[src/rtl/uart_rx_os.sv]
// Oversampling UART receiver: synchronised line, mid-bit sampling from an
// oversample tick, optional parity, 1-2 stop bits, valid/ready frame output.
module uart_rx_os #(
  parameter int DATA_BITS   = 8,
  parameter int OVERSAMPLE  = 16,
  parameter int PARITY      = 0,
  parameter int STOP_BITS   = 1,
  parameter int SYNC_STAGES = 2
) (
  input  logic                 i_clk,
  input  logic                 i_rst,
  input  logic                 i_os_tick,
  input  logic                 i_rx,
  output logic [DATA_BITS-1:0] o_data,
  output logic                 o_valid,
  input  logic                 i_ready,
  output logic                 o_frame_err,
  output logic                 o_parity_err,
  output logic                 o_overrun,
  output logic                 o_busy
);
  localparam int TW = $clog2(OVERSAMPLE);
  localparam int BW = $clog2(DATA_BITS);

  typedef enum logic [2:0] {S_IDLE, S_START, S_DATA, S_PARITY, S_STOP} state_t;

  state_t                 state_q, state_d;
  logic [SYNC_STAGES-1:0] sync_q;
  logic [TW-1:0]          tick_q, tick_d;
  logic [BW-1:0]          bit_q, bit_d;
  logic [DATA_BITS-1:0]   shift_q, shift_d;
  logic                   perr_q, perr_d;
  logic                   ferr_q, ferr_d;
  logic                   wait_hi_q, wait_hi_d;
  logic [DATA_BITS-1:0]   data_q, data_d;
  logic                   valid_q, valid_d;
  logic                   ferr_out_q, ferr_out_d;
  logic                   perr_out_q, perr_out_d;
  logic                   ovr_q, ovr_d;
  logic                   rx_s;
  logic                   mid;
  logic                   done;

  assign rx_s = sync_q[SYNC_STAGES-1];
  assign mid  = (tick_q == TW'(OVERSAMPLE - 1));

  always_comb begin
    state_d    = state_q;
    tick_d     = tick_q;
    bit_d      = bit_q;
    shift_d    = shift_q;
    perr_d     = perr_q;
    ferr_d     = ferr_q;
    wait_hi_d  = wait_hi_q;
    data_d     = data_q;
    valid_d    = valid_q;
    ferr_out_d = ferr_out_q;
    perr_out_d = perr_out_q;
    ovr_d      = ovr_q;
    done       = 1'b0;

    if (i_os_tick) begin
      case (state_q)
        S_IDLE: begin
          // After a low stop bit (e.g. break) the line must go high before a new start counts.
          if (wait_hi_q) begin
            if (rx_s) wait_hi_d = 1'b0;
          end else if (!rx_s) begin
            state_d = S_START;
            tick_d  = TW'(1);
          end
        end
        S_START: begin
          if (tick_q == TW'(OVERSAMPLE / 2)) begin
            if (rx_s) begin
              state_d = S_IDLE;
            end else begin
              state_d = S_DATA;
              tick_d  = '0;
              bit_d   = '0;
              ferr_d  = 1'b0;
              perr_d  = 1'b0;
            end
          end else begin
            tick_d = tick_q + 1'b1;
          end
        end
        S_DATA: begin
          if (mid) begin
            tick_d  = '0;
            shift_d = {rx_s, shift_q[DATA_BITS-1:1]};
            if (bit_q == BW'(DATA_BITS - 1)) begin
              bit_d   = '0;
              state_d = (PARITY != 0) ? S_PARITY : S_STOP;
            end else begin
              bit_d = bit_q + 1'b1;
            end
          end else begin
            tick_d = tick_q + 1'b1;
          end
        end
        S_PARITY: begin
          if (mid) begin
            tick_d  = '0;
            perr_d  = (PARITY == 1) ? ~(^shift_q ^ rx_s) : (^shift_q ^ rx_s);
            state_d = S_STOP;
          end else begin
            tick_d = tick_q + 1'b1;
          end
        end
        S_STOP: begin
          if (mid) begin
            tick_d = '0;
            if (!rx_s) ferr_d = 1'b1;
            // Leave mid stop bit so a start edge right after the stop bit is not missed.
            if (bit_q == BW'(STOP_BITS - 1)) begin
              done      = 1'b1;
              state_d   = S_IDLE;
              wait_hi_d = ~rx_s;
            end else begin
              bit_d = bit_q + 1'b1;
            end
          end else begin
            tick_d = tick_q + 1'b1;
          end
        end
        default: state_d = S_IDLE;
      endcase
    end

    if (done) begin
      if (!valid_q || i_ready) begin
        data_d     = shift_q;
        ferr_out_d = ferr_d;
        perr_out_d = perr_q;
        valid_d    = 1'b1;
        ovr_d      = 1'b0;
      end else begin
        ovr_d = 1'b1;
      end
    end else if (valid_q && i_ready) begin
      valid_d = 1'b0;
      ovr_d   = 1'b0;
    end
  end

  always_ff @(posedge i_clk or posedge i_rst) begin
    if (i_rst) begin
      sync_q     <= '1;
      state_q    <= S_IDLE;
      tick_q     <= '0;
      bit_q      <= '0;
      shift_q    <= '0;
      perr_q     <= 1'b0;
      ferr_q     <= 1'b0;
      wait_hi_q  <= 1'b0;
      data_q     <= '0;
      valid_q    <= 1'b0;
      ferr_out_q <= 1'b0;
      perr_out_q <= 1'b0;
      ovr_q      <= 1'b0;
    end else begin
      sync_q     <= {sync_q[SYNC_STAGES-2:0], i_rx};
      state_q    <= state_d;
      tick_q     <= tick_d;
      bit_q      <= bit_d;
      shift_q    <= shift_d;
      perr_q     <= perr_d;
      ferr_q     <= ferr_d;
      wait_hi_q  <= wait_hi_d;
      data_q     <= data_d;
      valid_q    <= valid_d;
      ferr_out_q <= ferr_out_d;
      perr_out_q <= perr_out_d;
      ovr_q      <= ovr_d;
    end
  end

  assign o_data       = data_q;
  assign o_valid      = valid_q;
  assign o_frame_err  = ferr_out_q;
  assign o_parity_err = perr_out_q;
  assign o_overrun    = ovr_q;
  assign o_busy       = (state_q != S_IDLE);

endmodule

[config.mk]
export PLATFORM = sky130hd
export DESIGN_NAME = uart_rx_os
export DESIGN_NICKNAME = d
export VERILOG_FILES = /design/src/rtl/uart_rx_os.sv
export SDC_FILE = /design/constraint.sdc
export NUM_CORES = 1
export LEC_CHECK = 0
export CORE_ASPECT_RATIO = 1.2
export CORE_UTILIZATION = 34
export CTS_CLUSTER_SIZE = 24
export DETAILED_ROUTE_END_ITERATION = 10
export PLACE_DENSITY = 0.51
export RECOVER_POWER = 100
export SKIP_CTS_REPAIR_TIMING = 1
export SLEW_MARGIN = 15
export SYNTH_ARGS = -nofsm -noshare
export SYNTH_HDL_FRONTEND = slang
export SYNTH_SLANG_ARGS = --single-unit
[constraint.sdc]
create_clock -name i_clk -period 4 [get_ports i_clk]
set_input_delay 1.2 -clock i_clk [delete_from_list [all_inputs] [get_ports i_clk]]
set_output_delay 1.2 -clock i_clk [all_outputs]
set_load 0.02 [all_outputs]
* Yosys cells after proc, flatten, opt, wreduce, memory -nomap -nowiden
Index checks and enable logic that the tools add are counted.
** Storage, ports and cells
- Flip-flop bits (word level) :: 35
- Bits in latches :: 0
- Memory bits (writable) :: 0
- ROM bits :: 0
- Input bits :: 5
- Output and inout bits :: 13
- Logic and storage cells :: 104
- Memories :: 0
** Cells by class
- Add/subtract/negate cells :: 2
- Multiply operators :: 0
- Divide/modulo/power cells :: 0
- Order comparisons :: 0
- Equal/unequal tests :: 19
- Shift operators :: 0
- Muxes and demuxes :: 47
- Bitwise logic cells :: 2
- Reductions and logical operators :: 21
** Operators with widths (count)
- $mux 3 :: 14
- $mux 1 :: 21
- $mux 4 :: 5
- $ne 2x2->1 const B :: 10
- $pmux 3 s5 :: 1
- $pmux 4 s3 :: 1
- $reduce_and 5->1 :: 2
- $pmux 3 s3 :: 1
- $reduce_and 9->1 :: 1
- $reduce_bool 3->1 :: 3
- $eq 4x4->1 const B :: 2
- $reduce_xor 8->1 :: 1
- $reduce_and 7->1 :: 1
- $eq 3x2->1 const B :: 2
- $eq 3x3->1 const B :: 2
- $logic_not 3->1 :: 2
- $pmux 1 s2 :: 3
- $reduce_bool 2->1 :: 3
- $add 4x1->4 const B :: 1
- $reduce_and 2->1 :: 2
- $reduce_and 4->1 :: 1
- $add 3x1->3 const B :: 1
- $eq 3x1->1 const B :: 1
- $ne 3x3->1 const B :: 1
- other kinds (9) :: 9

* Logic depth before layout (Yosys ltp)
- Depth in word-level cells :: 7
- Mapped depth :: 7
- Depth with buffers taken out :: 7

* Least setup slack after synthesis
No wires, ideal clock.
- Path kind :: input to register
- Start point :: input port i_os_tick
- End point :: register data_q[0], in the netlist o_data[0]
- Setup time :: 125 ps
- Data arrival time :: 2642 ps
- Required time :: 3875 ps
- Path slack :: 1233 ps
- Stages on the path :: 6
- Buffers on the path :: 2
- Path through :: clkbuf_2 -> nand4_1 -> or3_1 -> buf_2 -> a21oi_4 -> mux2_2
** On the way
- Word-level cells in the longest chain between the ends :: 2
** Ends and longest elaborated chain
- start, declared :: RTL line 12 : input logic i_os_tick,
- $mux 1 :: RTL line 62 : if (i_os_tick) begin
- $reduce_and 2->1 (no line)
- end signal, assigned :: RTL line 171 : data_q <= data_d;
- end, declared :: RTL line 35 : logic [DATA_BITS-1:0] data_q, data_d;
No other way between the ends.
A chain may end at the register's enable or synchronous reset.

* Worst setup path in the final report
- Start point :: input port i_os_tick
- End point :: register shift_q[4]
** On the way
- Word-level cells in the longest chain between the ends :: 1
** Ends and longest elaborated chain
- $reduce_and 3->1 (no line)
- end signal, assigned :: RTL line 167 : shift_q <= shift_d;
- end, declared :: RTL line 31 : logic [DATA_BITS-1:0] shift_q, shift_d;
No other way between the ends.

==> results.toml <==
[global_routing]
grt_pass1_vias = 1298
antenna_found_initial = 0
grt_max_degree = 36
grtUsageTotal_pct = 14.43
grt_first_pass_wirelength_um = 5871
grt.overflow.total = 0

[setup_path]
r2r-end = "shift_q[4]$_DFFE_PP0P_"
critical_path_class = "in2reg"
required_ns = 4.17
cp.arrival_ns = 3.47
critPathMaxFanout = 9
rr_startpoint = "tick_q[0]$_DFFE_PP0P_"
end_kind = "flop"
reg2regPathDepth = 4
start_kind = "primary input"
worst-r2r-setup-slack_ns = 1.70

[place]
gp_congestion = 0.8608
port_buffers = 17
dpl.hpwl_um = 2270

[logic_synthesis]
synth_ff_type = "dfrtp_1"
yosysUniqueCellTypes = 40
synth.avg_cell_area_um2 = 11.18
synthArstFlopShare_pct = 100.0
syn_area_um2 = 1744
synth-seq-cells = 35
synth_nets = 166
yosys_warnings = 0
netlist_instances = 156
yosysSeqAreaShare_pct = 50.36
synth-edff-count = 0

[clocking]
clockBufferDepth = 2
clock-root-buffer = "clkbuf_8"
clk_pin_slew_ns = 0.07
cts_tree = "built"
clock_latency_ns = 0.28
cts_max_level = 2
cts_buffers = 5
clock_sinks = 35

[sta]
max_freq_mhz = 303.1
finalClockSkew_ns = 0.003125
relSlewSlack_pct = -23.06
rsz0062_at_grt = "no"
setup-tns-final_ns = 0
post-route-period-util_pct = 82.48
slew_violations = 36
fin_crit_ns = 3.299
tightest_slew_ns = 1.846
setup_viol = 0
final_hold_viol_count = 0

[route]
finalWirelength_um = 3233
vias = 1209
wl_per_cell_um = 13.76
drtIter0Drc = 151
drc = 0
dr.pass1.iters = 4
routed_via_density = 5.145
final_antenna_net_count = 0

[outcome]
status = "complete, but fails checks"
violations = "max-capacitance violations, max-slew violations"

[die]
start_util_pct = 35.31
die_w_um = 67.38
io_pins = 18
design.core.area_um2 = 4940
die_h_um = 80.46
num_rows = 28
die-area_um2 = 5421

[hold_path]
hold_end = "sync_q[1]$_DFF_PP1_"
worstHoldStart = "sync_q[0]$_DFF_PP1_"
hold_class = "reg2reg"
holdPathStages = 0

[job]
cap_violations = 1

[pwr]
p_clk_share_pct = 31.6
internal-power_w = 0.0006371
peakVddDrop_v = 0.0001787
swShare_pct = 28.15
p_per_area_nw_per_um2 = 430.8
power.switching_w = 0.0002496
pwr-share-seq_pct = 49.7
p_leak_nw = 0.9692
share_comb_of_total_power_pct = 18.8

[cells_and_area]
utilization_pct = 41.67
drive_above_1_share_pct = 18.86
fin_nets = 184
n_antenna_cell = 0
syn2layout_area_growth_pct = 18.01
## power groups by stage
stage	Clock, W	Sequential (W)	Combinational, W
after floorplan	0	0.000430	0.000143
after global placement	0	0.000446	0.000165
after detailed placement	0	0.000446	0.000172
after CTS	0.000292	0.000440	0.000172
after global routing	0.000308	0.000448	0.000193
final	0.000280	0.000440	0.000166
## area by class of cell
cell class,instances,area (um^2)
clock buffers,8,100.1
fillers,480,2882
inverters,10,37.54
multi-input cells,104,793.3
flip-flops and latches,35,878.3
well taps,60,75.07
repair buffers,18,173.9
## worst max path at each step
stage | cells after the start | from | slack [ns] | to
6_report | 4 | i_os_tick | 0.70 | shift_q[4]$_DFFE_PP0P_
5_1_grt | 3 | i_rst | 0.47 | bit_q[2]$_DFFE_PP0P_
4_1_cts | 5 | i_os_tick | 0.84 | o_data[7]$_DFFE_PP0P_
3_5_place_dp | 5 | i_os_tick | 0.54 | o_data[7]$_DFFE_PP0P_
3_3_place_gp | 5 | i_os_tick | 0.59 | o_data[0]$_DFFE_PP0P_
2_1_floorplan | 6 | i_os_tick | 1.23 | o_data[0]$_DFFE_PP0P_
## stage by stage
stage | instances | instance area, um^2 | setup slack [ns] | hold WS, ns | power [W]
after floorplan | 156 | 1744 | 1.233 | 0.3452 | 0.0005734
after global placement | 227 | 1967 | 0.5909 | 0.3471 | 0.0006113
after detailed placement | 227 | 1967 | 0.5410 | 0.3479 | 0.0006183
after CTS | 235 | 2067 | 0.8381 | 0.3543 | 0.0009041
after global routing | 235 | 2058 | 0.4742 | 0.3648 | 0.0009493
final | 235 | 2058 | 0.7009 | 0.3544 | 0.0008868
## layout by cell type (no fill, tap or decap), drive strengths merged, types with 3 or more instances in the layout
cell         Yosys  layout
a21oi           11      11
clkbuf           5       9
dfrtp           33      33
dlygate4sd3      0      16
ha               5       5
inv             10      10
mux2            20      20
nand2            7       7
nand2b           3       3
nand3            3       3
nor2             4       4
nor3             4       4
o21ai           10      10
xnor2            7       7
## cells by family after synthesis
group / after synthesis / synth area share [%]
buf+inv: 17 / 3.873
mux: 22 / 14.06
fa+ha+maj: 5 / 3.587
simple gates: 37 / 12.41
flops: 35 / 50.36
xor+xnor: 8 / 4.017
compound gates: 32 / 11.69
## critical path, cell delays in order
cell,delay [ns]
dlygate4sd3_1,0.70
nand4_1,0.22
nor3_1,0.93
mux2_2,0.42
## cells in the mapped netlist, types with 2 or more instances
master,n,area [um^2]
clkbuf_1,4,15.01
ha_1,5,62.56
nor2_1,4,15.01
and3_1,2,12.51
o31ai_1,2,15.01
mux2_2,20,225.2
nor4_1,2,12.51
a22o_1,2,17.52
nand2_1,7,26.28
nor2b_1,2,12.51
nor3_1,3,15.01
mux2i_1,2,20.02
nand3_1,3,15.01
buf_2,2,10.01
o21ai_0,10,50.05
nand2b_1,3,18.77
a21oi_1,10,50.05
xnor2_1,7,61.31
nor4b_1,2,17.52
dfrtp_1,33,825.8
dfstp_2,2,52.55
inv_1,10,37.54
o21a_1,2,15.01
## layer usage
metal | vias to the layer above | global-route usage, % | wire length, um
li1 | 585 | - | -
met1 | 597 | 17.93 | 1490
met2 | 23 | 23.20 | 1587
met3 | 4 | 3.835 | 116
met4 | 0 | 5.957 | 38
met5 | - | 0 | 0
## flip-flops by register name, summed over array words and instances, names as in the netlist
signal and cells:
state_q 3, o_frame_err 1, tick_q 4, o_overrun 1, shift_q 8, o_valid 1, o_data 8, wait_hi_q 1
ferr_q 1, sync_q 2, bit_q 3, perr_q 1, o_parity_err 1
(Power assumes the default switching activity.)
